===== src/rtl/std_fifo_mc_pkg.sv =====
// Shared helpers for the multi-channel FIFO: width derivation and count-vector slicing.
package std_fifo_mc_pkg;

    // Bits needed to represent v (minimum 1); log2(CHANNELS-1) sizes a channel select.
    function automatic int log2c(input int unsigned v);
        int r;
        r = 1;
        for (int i = 0; i < 32; i++) begin
            if ((v >> i) != 0) r = i + 1;
        end
        return r;
    endfunction

    // LSB of channel c inside the packed count vector, each field a+1 bits wide.
    function automatic int ch_lsb(input int c, input int a);
        return c * (a + 1);
    endfunction

endpackage


===== src/rtl/std_fifo_mc_ptr.sv =====
// Per-channel read/write pointer pair with the status flags derived from it.
module std_fifo_mc_ptr
    import std_fifo_mc_pkg::*;
#(
    parameter int DEPTH              = 16,
    parameter int A                  = 4,
    parameter int ALMOST_EMPTY_COUNT = 1,
    parameter int ALMOST_FULL_COUNT  = 1
) (
    input  logic         clk,
    input  logic         rst,
    input  logic         wr_inc,
    input  logic         rd_inc,
    output logic [A-1:0] wr_addr,
    output logic [A-1:0] rd_addr,
    output logic [A:0]   cnt,
    output logic         empty,
    output logic         full,
    output logic         almost_empty,
    output logic         almost_full
);
    localparam int AE_TH = 1 + ALMOST_EMPTY_COUNT;
    localparam int AF_TH = DEPTH - 1 - ALMOST_FULL_COUNT;

    // One extra MSB per pointer tells a full ring from an empty one.
    logic [A:0] wp, rp;

    always_ff @(posedge clk) begin
        if (rst) begin
            wp <= '0;
            rp <= '0;
        end else begin
            if (wr_inc) wp <= wp + 1'b1;
            if (rd_inc) rp <= rp + 1'b1;
        end
    end

    assign wr_addr      = wp[A-1:0];
    assign rd_addr      = rp[A-1:0];
    assign cnt          = wp - rp;
    assign empty        = (wp == rp);
    assign full         = (wp[A-1:0] == rp[A-1:0]) && (wp[A] != rp[A]);
    assign almost_empty = int'(cnt) < AE_TH;
    assign almost_full  = int'(cnt) > AF_TH;

endmodule


===== src/rtl/std_fifo_mc.sv =====
// Multi-channel FIFO: CHANNELS queues in one shared RAM, one push and one pop per cycle.
module std_fifo_mc
    import std_fifo_mc_pkg::*;
#(
    parameter int WIDTH              = 8,
    parameter int CHANNELS           = 4,
    parameter int DEPTH              = 16,
    parameter int CH_WIDTH           = log2c(CHANNELS - 1),
    parameter int DEPTH_ADDR_WIDTH   = log2c(DEPTH - 1),
    parameter int ALMOST_EMPTY_COUNT = 1,
    parameter int ALMOST_FULL_COUNT  = 1
) (
    input  logic                                     clk,
    input  logic                                     rst,
    input  logic                                     push,
    input  logic [CH_WIDTH-1:0]                      push_ch,
    input  logic [WIDTH-1:0]                         d,
    input  logic                                     pop,
    input  logic [CH_WIDTH-1:0]                      pop_ch,
    output logic [WIDTH-1:0]                         q,
    output logic                                     q_valid,
    output logic [CH_WIDTH-1:0]                      q_ch,
    output logic [CHANNELS-1:0]                      empty,
    output logic [CHANNELS-1:0]                      full,
    output logic [CHANNELS-1:0]                      almost_empty,
    output logic [CHANNELS-1:0]                      almost_full,
    output logic [CHANNELS*(DEPTH_ADDR_WIDTH+1)-1:0] count,
    output logic                                     overflow,
    output logic                                     underflow
);
    localparam int A  = DEPTH_ADDR_WIDTH;
    localparam int CW = A + 1;

    logic [CHANNELS-1:0]        wr_inc, rd_inc;
    logic [CHANNELS-1:0][A-1:0] wr_addr, rd_addr;
    logic                       push_ok, pop_ok;
    logic [WIDTH-1:0]           mem [CHANNELS*DEPTH];

    // Accept decisions use start-of-cycle flags only, so same-channel push+pop never bypasses.
    assign push_ok = push && !full[push_ch];
    assign pop_ok  = pop && !empty[pop_ch];

    for (genvar c = 0; c < CHANNELS; c++) begin : g_ch
        assign wr_inc[c] = push_ok && (push_ch == CH_WIDTH'(c));
        assign rd_inc[c] = pop_ok && (pop_ch == CH_WIDTH'(c));

        std_fifo_mc_ptr #(
            .DEPTH             (DEPTH),
            .A                 (A),
            .ALMOST_EMPTY_COUNT(ALMOST_EMPTY_COUNT),
            .ALMOST_FULL_COUNT (ALMOST_FULL_COUNT)
        ) u_ptr (
            .clk         (clk),
            .rst         (rst),
            .wr_inc      (wr_inc[c]),
            .rd_inc      (rd_inc[c]),
            .wr_addr     (wr_addr[c]),
            .rd_addr     (rd_addr[c]),
            .cnt         (count[ch_lsb(c, A) +: CW]),
            .empty       (empty[c]),
            .full        (full[c]),
            .almost_empty(almost_empty[c]),
            .almost_full (almost_full[c])
        );
    end

    // RAM has no reset; contents left behind by a reset are unreachable behind zeroed pointers.
    always_ff @(posedge clk) begin
        if (push_ok && !rst) mem[{push_ch, wr_addr[push_ch]}] <= d;
    end

    always_ff @(posedge clk) begin
        if (rst) begin
            q         <= '0;
            q_ch      <= '0;
            q_valid   <= 1'b0;
            overflow  <= 1'b0;
            underflow <= 1'b0;
        end else begin
            q_valid <= pop_ok;
            if (pop_ok) begin
                q    <= mem[{pop_ch, rd_addr[pop_ch]}];
                q_ch <= pop_ch;
            end
            if (push && full[push_ch])  overflow  <= 1'b1;
            if (pop && empty[pop_ch])   underflow <= 1'b1;
        end
    end

endmodule


===== config.mk =====
export PLATFORM = sky130hd
export DESIGN_NAME = std_fifo_mc
export DESIGN_NICKNAME = d
export VERILOG_FILES = /design/src/rtl/std_fifo_mc_pkg.sv /design/src/rtl/std_fifo_mc_ptr.sv /design/src/rtl/std_fifo_mc.sv
export SDC_FILE = /design/constraint.sdc
export NUM_CORES = 1
export LEC_CHECK = 0
export ABC_AREA = 0
export CORE_UTILIZATION = 56
export DETAILED_ROUTE_END_ITERATION = 12
export PLACE_DENSITY_LB_ADDON = 0.15
export SETUP_SLACK_MARGIN = 0.2
export SLEW_MARGIN = 20
export SYNTH_ARGS = -nofsm -noshare
export SYNTH_HDL_FRONTEND = slang
export SYNTH_SLANG_ARGS = --single-unit

===== constraint.sdc =====
create_clock -name clk -period 3.4 [get_ports clk]
set_clock_uncertainty 0.2 [all_clocks]
set_input_delay 1.02 -clock clk [delete_from_list [all_inputs] [get_ports clk]]
set_output_delay 1.02 -clock clk [all_outputs]
set_load 0.005 [all_outputs]

* After elaboration in Yosys (flattened, before gate mapping) *
Memory sizes are Yosys's and may differ from the RTL's. A register that Yosys moved wholly into a read port is not among the register bits.
Index checks and enable logic that the tools add are counted.
W data, S select, Z words.

cells by class
  reduce and logical (&&, ||, !) cells = 22
  equal/unequal tests = 18
  add/subtract/negate cells = 12
  mux-type cells = 10
  order comparisons = 10

operator list
  operator               count
  $add A5 B1 Y5 const B  8
  $eq A5 B5 Y1           4
  $gt A5 B4 Y1 const B   4
  $lt A5 B2 Y1 const B   4
  $sub A5 B5 Y5          4
  $logic_and A1 B1 Y1    17
  $bmux W4 S2            2
  $eq A4 B4 Y1           4
  $eq A2 B2 Y1 const B   4
  $mux W4                2
  $lt A2 B3 Y1 const B   2
  $bmux W1 S2            2
  $eq A2 B1 Y1 const B   2
  $logic_not A2 Y1       2
  $mux W1                4
  $ne A1 B1 Y1           4
  $logic_not A1 Y1       3

storage, ports and cells
  memory bits (writable) = 512
  logic and storage cells = 85
  register bits = 45
  memories kept = 1

memories
  memory  words  width  rd ports  clocked after memory_dff  wr ports  RTL line           text
  mem     64     8      1         1                         1         std_fifo_mc.sv:37  logic [WIDTH-1:0] mem [CHANNELS*DEPTH];

* Logic depth before layout (Yosys ltp) *
Gate-level depths: netlist (run 1).

  depth in word-level cells = 9
  mapped depth = 12
  gate-level depth less buffers = 9

* Modules after synthesis *
From an unflattened synthesis (run 1), not the netlist that was laid out.

unflattened totals
  cell total of the unflattened synthesis = 1441
  area total of the unflattened synthesis = 23647.7 um^2

by module, submodules not included
  module                               area each (um^2)  seq. area each (um^2)  times used  cells each
  std_fifo_mc                          20941.3           15635.0                1           1136
  std_fifo_mc_ptr (g_ch[0].u_ptr ...)  674.4             200.2                  3           76
  std_fifo_mc_ptr (g_ch[3].u_ptr)      683.2             200.2                  1           77

* Worst setup path before layout (run 1) *
No wires, ideal clock.

  path type = input-to-reg
  start point = in push_ch[0]
  end point = mem mem[54][0] (enable)
  arrival = 2.986 ns
  library setup time = 0.370 ns
  path slack = -0.156 ns
  stages on the path = 6
  buffers on the path = 1
  path through = clkbuf_1 -> mux4_2 -> nor2b_1 -> nor3b_1 -> nand3_1 -> nor2_1

between the ends
  cells in the longest elaborated chain, start to end = 7
  elaborated cells between the ends (all ways) = 9
  those cells by class = mux: 6; reduce/logical: 3

RTL lines
  what                           RTL line           text
  from (decl)                    std_fifo_mc.sv:16  input logic [CH_WIDTH-1:0] push_ch,
  $bmux W1 S2                    std_fifo_mc.sv:40  assign push_ok = push && !full[push_ch];
  $mux W1 (implied by the code)  std_fifo_mc.sv:40
  $logic_not A1 Y1               std_fifo_mc.sv:40
  $logic_and A1 B1 Y1            std_fifo_mc.sv:40
  $logic_and A1 B1 Y1            std_fifo_mc.sv:69  if (push_ok && !rst) mem[{push_ch, wr_addr[push_ch]}] <= d;
  $mux W1                        std_fifo_mc.sv:69
  $mux W1 (implied by the code)  std_fifo_mc.sv:69
  to (decl)                      std_fifo_mc.sv:37

Parallel ways exist; a longest one is shown, timed or not. The select of a mux whose other input is x is not followed.

* Final worst setup path (run 1) *
  start point = reg g_ch[3].u_ptr.wp[0]
  end point = out almost_empty[3]

between the ends
  cells in the longest elaborated chain, start to end = 2

RTL lines
  what                    RTL line               text
  from (decl)             std_fifo_mc_ptr.sv:26  logic [A:0] wp, rp;
  from (signal assigned)  std_fifo_mc_ptr.sv:33  if (wr_inc) wp <= wp + 1'b1;
  $sub A5 B5 Y5           std_fifo_mc_ptr.sv:40  assign cnt = wp - rp;
  $lt A5 B2 Y1            std_fifo_mc_ptr.sv:43  assign almost_empty = int'(cnt) < AE_TH;
  to (decl)               std_fifo_mc.sv:25      output logic [CHANNELS-1:0] almost_empty,

Every way passes these cells.

==> results of run 1 <==
## state kept, by name, indices dropped and copies added, names as in the netlist
name and count:
mem 512, overflow 1, q 8, q_ch 2, underflow 1, g_ch.u_ptr.wp 20
q_valid 1, g_ch.u_ptr.rp 20
## metrics by stage
stage / TNS, ns / cell area, um^2
2_1_floorplan: 0 / 24200
5_1_grt: -3.10 / 31200
6_report: -2.29 / 31200
3_3_place_gp: -162.24 / 27000
3_5_place_dp: -177.57 / 27000
4_1_cts: -2.19 / 30000
## layout make-up
type / instances / share of cell area, %
inverters: 24 / 0.337
clock inverters: 34 / 1.24
clock buffers: 72 / 4.92
multi-input cells: 900 / 26.4
flip-flops and latches: 565 / 52.9
well taps: 539 / 2.16
repair buffers: 379 / 12.1
## layout by cell type (no fill, tap or decap), drive strengths merged, types with 9 or more instances in the layout
cell / netlist / final
nor2b: 19 / 19
nand2: 140 / 140
dfxtp: 53 / 53
clkinv: 0 / 21
xnor2: 24 / 24
buf: 68 / 341
xor2: 27 / 27
o22ai: 28 / 28
mux2: 15 / 15
a21oi: 41 / 41
nor2: 134 / 134
o21ai: 15 / 15
nand4: 22 / 22
a221o: 9 / 9
clkbuf: 31 / 86
ha: 24 / 24
a311o: 10 / 10
mux2i: 172 / 172
mux4: 35 / 35
a2111oi: 19 / 19
edfxtp: 512 / 512
inv: 24 / 25
nand3: 58 / 58
clkdlybuf4s50: 0 / 21
## critical path, delay by kind of cell, from the launching register on
family	cells	cell delay (ns)
flops	1	0.33
xor+xnor	1	0.10
fa+ha+maj	2	0.46
compound gates	2	0.40
buf+inv	4	0.43
simple gates	1	0.19
## layer usage
metal,GRT usage (%),routed length (um),vias up
met5,0,0,-
met4,9.40,2210,0
met3,5.06,5410,129
met2,47.3,31700,729
met1,42.4,26800,7779
li1,-,-,6783
## logic make-up (layout without fill, tap and decap cells)
family          Yosys count  in the layout  synth area share [%]
xor+xnor                 51             51                  1.87
fa+ha+maj                28             28                  1.60
mux                     222            222                  11.2
compound gates          179            179                  5.56
simple gates            420            420                  7.98
buf+inv                 123            509                  2.80
flops                   565            565                  68.9
## synth_stat cells, types with 9 or more instances
| cell type | number | area share, % |
|---|---|---|
| buf_6 | 11 | 0.52 |
| nand4_1 | 21 | 0.55 |
| a221o_1 | 9 | 0.38 |
| a2111oi_2 | 10 | 0.63 |
| mux4_2 | 35 | 3.3 |
| dfxtp_1 | 53 | 4.5 |
| clkbuf_1 | 31 | 0.49 |
| edfxtp_1 | 512 | 64 |
| a311o_1 | 10 | 0.42 |
| xor2_1 | 27 | 0.99 |
| o21ai_0 | 15 | 0.31 |
| nand3_1 | 58 | 1.2 |
| buf_2 | 26 | 0.55 |
| mux2i_1 | 172 | 7.2 |
| o22ai_1 | 28 | 0.73 |
| buf_4 | 24 | 0.76 |
| xnor2_1 | 24 | 0.88 |
| nor2b_1 | 19 | 0.50 |
| ha_1 | 24 | 1.3 |
| nor2_1 | 133 | 2.1 |
| mux2_2 | 15 | 0.71 |
| nand2_1 | 140 | 2.2 |
| a2111oi_0 | 9 | 0.33 |
| a21oi_1 | 41 | 0.86 |
| inv_1 | 24 | 0.38 |
## worst max path at each step
stage                                           startpoint                 to
after floorplan                                  pop_ch[1]  q[1]$_SDFFE_PP0P_
after global placement                           pop_ch[1]  q[0]$_SDFFE_PP0P_
after detailed placement                         pop_ch[1]  q[0]$_SDFFE_PP0P_
after CTS                 g_ch[3].u_ptr.wp[0]$_SDFFE_PP0P_    almost_empty[3]
after global routing      g_ch[3].u_ptr.wp[0]$_SDFFE_PP0P_    almost_empty[3]
final                     g_ch[3].u_ptr.wp[0]$_SDFFE_PP0P_    almost_empty[3]
## where the power goes
part	switching [mW]	leakage, nW	internal (mW)
logic	0.413	4.56	0.289
registers	0.0213	5.05	7.59
clock network	2.65	0.932	3.80
## repair_timing
| action | CTS | global route |
|---|---|---|
| buffers inserted | 39 | 36 |
| endpoints found under the hold margin | 0 | 0 |
| pin swaps | 49 | 78 |
| gates cloned | 3 | 4 |
| gates resized for setup | 268 | 196 |
| setup endpoints to repair | 551 | 542 |
==> flow_summary.yaml, run 1 <==
clock_network:
  clockBufferDepth: 3
  path_clk_slew_ns: 0.06
  cts.sinks: 565
  cts_tree: "built"
  root_buffer: "clkbuf_16"
  cts_made_buffers: 57
  insertion_delay_ns: 0.62
  h-tree-depth: 2
  ctsHoldBuffers: 0
final_layout:
  fill_cells: 2468
  seqCellArea_um2: 16500
  antenna_cells: 0
  final-instance-count-excl-fill: 2513
  multi_input_area_um2: 8230
  final_util_pct: 74.3
  drive_above_1_share_pct: 37.4
  area_growth_pct: 30.7
  layout.nets: 1971
yosys:
  synth_flop_cell: "edfxtp_1"
  syn_nets: 1632
  yosysSeqAreaShare_pct: 68.9
  synth_edf_count: 512
  ys_warn_count: 0
  ys_ff_latch: 565
  synth_area_um2: 23800
  synthCells: 1588
  ys_types: 53
  async_reset_ff_share_pct: 0
  syn_area_per_cell_um2: 15.0
sta:
  max_clock_freq_mhz: 267
  relSlewSlack_pct: 52.7
  timing.final.ws_setup_ns: -0.350
  hold_ws_ns: 0.265
  period_share_pct: 110
  rsz0062_at_grt: "yes"
  period_needed_ns: 3.75
  slew_viol_final: 0
  tightest_slew_ns: 0.707
  hold_violations: 0
  setup_viol: 12
global_route:
  grt_pass1_wl_mm: 95.5
  grtUsageTotal_pct: 29.8
  grt_pass1_vias: 15100
  grt_max_degree: 65
  antenna_found_initial: 0
  grt_overflow: 0
die:
  die-area_um2: 43400
  die_w_um: 208
  start_util_pct: 56.8
  core_area_um2: 41900
  dieHeight_um: 208
  io_pins: 65
  fp-row-count: 75
worst_hold_path:
  min_path_cells: 2
  hold_start: "q_ch[0]$_SDFFE_PP0P_"
  whs_endpoint: "q_ch[0]$_SDFFE_PP0P_"
  hp-class: "flop to flop"
worst_setup_path:
  critical_path.max_fanout: 2
  rr_startpoint: "g_ch[0].u_ptr.rp[3]$_SDFFE_PP0P_"
  critPathSlowestCell: "fa_2"
  worstPathArrival_ns: 2.53
  reg2regPathDepth: 13
  crit_path_cell_trace: "inv_2, ha_4, inv_2, fa_2, a21o_1, a21oi_2, xnor2_2, buf_4, nor4_4, buf_2"
  critPathKind: "flop to primary output"
  r2r-end: "mem[25][2]$_DFFE_PP_"
  worstSetupEndpointType: "primary output"
  r2r_slack_ns: 0.16
  critPathMaxStageDelay_ns: 0.34
  worst_path_most_repeated_cell: "inv_2"
  required_ns: 2.18
  cp-start-kind: "flop"
detailed_routing:
  routedWlPerCell_um: 26.3
  via_per_inst: 6.14
  ant_nets: 0
  wirelength_mm: 66.2
  drtIter0Drc: 1757
  drtPass1Iterations: 6
  vias: 15400
  drc: 0
place:
  place_ws_ns: -1.32
  numPortBuffers: 64
  dp_hpwl_mm: 41.8
  placed_cells: 2325
  gpl.final_weighted_congestion: 0.924
status:
  status: "complete, but fails checks"
  violations: "negative setup slack"
power:
  peakVddDrop_v: 0.000470
  p_leak_nw: 10.5
  total_power_mw: 14.8
  pwr_density_cell_nw_per_um2: 473
job:
  maxCapViolCount: 0
No activity file was read; power rests on OpenSTA's default activity.
==> inputs of run 2 (changes only) <==
CORE_MARGIN = 5   (was default)
==> flow_summary.yaml, run 2 (synthesis gave the netlist of run 1 again) <==
final_layout:
  design_area_um2: 30900
  area_growth_pct: 29.6
  layout_common_cells: "edfxtp_1 (512), buf_4 (219), mux2i_1 (166), nand2_1 (135), nor2_1 (64)"
  final_common_cell: "edfxtp_1"
  fill_cells: 2575
  largest_reg_flops: 512
  layout.nets: 1975
  drive_above_1_share_pct: 36.4
  antenna_cells: 0
power:
  p_leak_nw: 10.4
  peakVddDrop_v: 0.000530
  pwr_density_cell_nw_per_um2: 471
worst_setup_path:
  critPathSlowestCell: "dfxtp_4"
  crit_start: "g_ch[3].u_ptr.rp[0]$_SDFFE_PP0P_"
  crit_path_cell_trace: "ha_4, inv_2, fa_2, a21o_1, a21oi_2, xnor2_2, buf_4, a41o_1, buf_2"
  required_ns: 2.18
  cp-start-kind: "flop"
  reg2regPathDepth: 13
  worstPathArrival_ns: 2.42
  critical_path.max_fanout: 2
  worstSetupEndpointType: "primary output"
  critPathKind: "flop to primary output"
  critPathMaxStageDelay_ns: 0.37
  rr_startpoint: "g_ch[0].u_ptr.wp[1]$_SDFFE_PP0P_"
  timing.critical_path.buf_inv: 3
  cp.depth: 9
  critical-path-top-delay-family: "compound AO/OA/AOI/OAI gates"
sta:
  max_clock_freq_mhz: 275
  hold_violations: 0
  fin_tns_setup_ns: -1.69
  setup_viol: 13
  slew_viol_final: 0
  period_share_pct: 107
  relSlewSlack_pct: 50.7
  period_needed_ns: 3.64
  timing.final.ws_setup_ns: -0.237
  tightest_slew_ns: 0.739
  rsz0062_at_grt: "yes"
  hold_ws_ns: 0.270
clock_network:
  ctsHoldBuffers: 0
  cts_tree: "built"
  root_buffer: "clkbuf_16"
  clockBufferDepth: 3
  h-tree-depth: 2
  cts.sinks: 565
  cts_made_buffers: 56
  insertion_delay_ns: 0.61
  path_clk_slew_ns: 0.07
detailed_routing:
  wirelength_mm: 65.5
  vias: 15200
  routedWlPerCell_um: 26.0
  via_per_inst: 6.06
  drtIter0Drc: 1462
  drc: 0
  drtPass1Iterations: 7
  ant_nets: 0
die:
  start_util_pct: 56.7
  io_pins: 65
  core_area_um2: 42000
  die_w_um: 216
  die-area_um2: 46800
  fp-row-count: 75
  dieHeight_um: 216
global_route:
  grt_overflow: 0
  grt_max_degree: 65
  grt_pass1_vias: 15200
  grt_pass1_wl_mm: 96.0
  antenna_found_initial: 1
  grtUsageTotal_pct: 27.4
worst_hold_path:
  hp-class: "flop to flop"
  hold_start: "q_ch[0]$_SDFFE_PP0P_"
  min_path_cells: 2
status:
  violations: "negative setup slack"
  status: "complete, but fails checks"
place:
  place_ws_ns: -1.05
  dp_hpwl_mm: 42.6
  gpl.final_weighted_congestion: 0.913
  placed_cell_area_um2: 27200
  numPortBuffers: 64
job:
  maxCapViolCount: 0
## run 2: changes by cell type in the layout (fill, tap and decap cells not counted), sizes merged
| cell | before | now |
|---|---|---|
| clkbuf | 86 | 78 |
| buf | 341 | 348 |
| clkinv | 21 | 26 |
| clkdlybuf4s15 | 0 | 4 |
| bufbuf | 2 | 0 |
| clkinvlp | 4 | 2 |
| dlygate4sd2 | 0 | 2 |
| bufinv | 8 | 7 |
| dlymetal6s2s | 1 | 0 |
| inv | 25 | 24 |
## run 2: timing repair
action                                 4_1_cts  5_1_grt
buffers inserted                            38       29
setup endpoints to repair                  450      551
pin swaps                                   58       87
cloned                                       1        3
resized for setup                          257      175
endpoints found under the hold margin        0        0
## run 2: area by class of cell
class	instances	area (um^2)	share of cell area [%]
clock buffer	69	1520	4.92
sequential	565	16500	53.4
tap	539	674	2.18
inverter	24	110	0.356
multi-input combinational	900	8060	26.1
clock inverter	35	344	1.11
timing repair buffer	384	3700	12.0
## run 2: layer usage
metal  share of wire (%)  wire length [um]  global-route usage [%]
met5               0.014                 9                       0
met4                 3.8              2470                    9.86
met3                 8.6              5620                    5.58
met2                  48             31500                    44.6
met1                  40             25900                    37.2
## run 2: final timing paths
path / endpoint / slack [ns]
min reg2reg: q_ch[0]$_SDFFE_PP0P_ / 0.27
max: almost_full[3] / -0.24
max reg2reg: mem[62][7]$_DFFE_PP_ / 0.08
min: q_ch[0]$_SDFFE_PP0P_ / 0.27
## run 2: worst reg2reg max path, stage by stage, from the launching register on
cell and delay (ns):
dfxtp_4 0.37, ha_4 0.25, nand4_1 0.12, buf_4 0.14, nor2_4 0.04, buf_6 0.13, mux4_2 0.46, nor2b_1 0.15
buf_4 0.14, nor3b_4 0.26, buf_12 0.19, nand3_4 0.09, buf_12 0.17, nor2_4 0.27
## run 2: report_power, final
group,internal [mW],total (mW),switching [mW]
registers,7.59,7.61,0.0216
clock network,3.69,6.24,2.56
logic,0.277,0.685,0.408
total,11.6,14.5,2.99
## run 2: through the flow
stage,total power [mW],cells,utilization [%]
5_1_grt,15.0,2516,73.5
4_1_cts,14.6,2484,71.1
3_3_place_gp,8.34,2341,64.6
6_report,14.5,2516,73.5
3_5_place_dp,8.35,2341,64.6
2_1_floorplan,8.00,1588,-
==> inputs of run 3 (changes only) <==
CAP_MARGIN = 25   (was default)
HOLD_SLACK_MARGIN = 0.15   (was default)
RECOVER_POWER = 50   (was default)
==> flow_summary.yaml, run 3 (synthesis gave the netlist of run 1 again) <==
status:
  status: "complete, but fails checks"
  violations: "max-capacitance violations, max-slew violations, negative setup slack"
final_layout:
  antenna_cells: 0
  largest_reg_flops: 512
  layout_common_cells: "edfxtp_1 (512), buf_4 (214), mux2i_1 (166), nand2_1 (135), nor2_1 (64)"
  final_common_cell: "edfxtp_1"
  layout.nets: 1975
  area_growth_pct: 29.1
  drive_above_1_share_pct: 35.7
place:
  numPortBuffers: 64
  gpl.final_weighted_congestion: 0.913
  dp_hpwl_mm: 42.6
worst_hold_path:
  hold_start: "q_ch[0]$_SDFFE_PP0P_"
  whs_endpoint: "q_ch[0]$_SDFFE_PP0P_"
  min_path_cells: 2
  hp-class: "flop to flop"
worst_setup_path:
  critPathKind: "flop to primary output"
  cp-start-kind: "flop"
  r2r_slack_ns: -0.08
  rr_startpoint: "g_ch[3].u_ptr.rp[2]$_SDFFE_PP0P_"
  reg2regPathDepth: 13
  crit_start: "g_ch[3].u_ptr.rp[0]$_SDFFE_PP0P_"
  critical-path-top-delay-family: "compound AO/OA/AOI/OAI gates"
  required_ns: 2.18
  timing.critical_path.buf_inv: 3
  critical_path.max_fanout: 2
  cp.depth: 9
  worstPathArrival_ns: 2.41
  crit_path_cell_trace: "ha_4, inv_2, fa_2, a21o_1, a21oi_2, xnor2_2, buf_4, a41o_1, buf_2"
  worstSetupEndpointType: "primary output"
  critPathSlowestCell: "dfxtp_4"
  r2r-end: "mem[62][7]$_DFFE_PP_"
  critPathMaxStageDelay_ns: 0.37
sta:
  fin_tns_setup_ns: -3.75
  timing.final.ws_setup_ns: -0.235
  hold_violations: 0
  tightest_slew_ns: 1.71
  rsz0062_at_grt: "yes"
  setup_viol: 72
  hold_ws_ns: 0.271
  slew_viol_final: 161
  period_share_pct: 107
  max_clock_freq_mhz: 275
  period_needed_ns: 3.63
  relSlewSlack_pct: -14.1
detailed_routing:
  routedWlPerCell_um: 26.0
  wirelength_mm: 65.5
  drtIter0Drc: 1485
  via_per_inst: 6.05
  drc: 0
  vias: 15200
  drtPass1Iterations: 5
  ant_nets: 0
job:
  maxCapViolCount: 4
power:
  peakVddDrop_v: 0.000528
  p_leak_nw: 10.4
  pwr_density_cell_nw_per_um2: 472
  total_power_mw: 14.5
clock_network:
  ctsHoldBuffers: 0
  clockBufferDepth: 3
  cts_made_buffers: 56
  insertion_delay_ns: 0.61
  cts_tree: "built"
  root_buffer: "clkbuf_16"
  cts.sinks: 565
  path_clk_slew_ns: 0.07
  h-tree-depth: 2
global_route:
  top_usage_layer: "met2"
  grt_pass1_wl_mm: 96.0
  grt_pass1_vias: 15200
  grtUsageMet1_pct: 37.2
  use_met3_pct: 5.58
  antenna_found_initial: 1
  grt_max_degree: 65
  grt_use_met2_pct: 44.6
  grt_overflow: 0
  grtUsageTotal_pct: 27.4
die:
  start_util_pct: 56.7
  dieHeight_um: 216
  die_w_um: 216
  io_pins: 65
  core_area_um2: 42000
  die-area_um2: 46800
  fp-row-count: 75
==> run 3: cell types whose count changed in the layout (fill, tap and decap cells not counted), sizes merged <==
cell and delta:
buf -18, inv -1, clkinvlp +1, dlymetal6s4s +1
clkbuf +17
==> run 3: worst max-delay path by stage <==
stage	slack (ns)	to
3_5_place_dp	-1.05	q[4]$_SDFFE_PP0P_
4_1_cts	-0.34	almost_empty[3]
5_1_grt	-0.33	almost_full[3]
6_report	-0.23	almost_full[3]
2_1_floorplan	0.10	q[1]$_SDFFE_PP0P_
3_3_place_gp	-1.01	q[4]$_SDFFE_PP0P_
==> run 3: routing by layer <==
layer / part of all wire, % / wire (um) / vias to the layer above
li1: - / - / 6775
met1: 40 / 26000 / 7652
met2: 48 / 31600 / 673
met3: 8.3 / 5410 / 128
met4: 3.6 / 2390 / 2
met5: 0.014 / 9 / -
==> run 3: report_power, final <==
group	internal (mW)	switching, mW	leakage [nW]
clock network	3.69	2.56	0.920
logic	0.262	0.406	4.41
registers	7.59	0.0218	5.05
==> run 3: area by class of cell <==
class	instances	area, um^2
clock inverters	35	344
repair buffers	384	3590
inverters	24	109
well taps	539	674
flip-flops and latches	565	16500
fillers	2595	11300
multi-input cells	900	8060
clock buffers	69	1520
==> run 3: worst register-to-register path: stages, from the launching register on <==
cell and delay (ns):
dfxtp_1 0.35, clkinvlp_2 0.22, ha_4 0.29, buf_6 0.12, nand4_1 0.11, nor2_1 0.08
mux4_2 0.50, nor2b_1 0.15, buf_4 0.14, nor3b_4 0.25, buf_12 0.19, nand3_4 0.09
buf_12 0.17, nor2_4 0.27
==> run 3: through the flow <==
stage	instance area [um^2]	setup WS, ns	cells	util, %
final	30800	-0.235	2516	73.2
after global routing	30800	-0.334	2516	73.2
after CTS	29900	-0.337	2484	71.1
after detailed placement	27200	-1.05	2341	64.6
after global placement	27200	-1.01	2341	64.6
after floorplan	24200	0.102	1588	-
==> run 3: timing repair <==
| item | in CTS | in global routing |
|---|---|---|
| gates cloned | 1 | 3 |
| resized for setup | 257 | 175 |
| setup buffers | 38 | 29 |
| pin swaps | 58 | 87 |
| endpoints found under the setup margin | 450 | 551 |
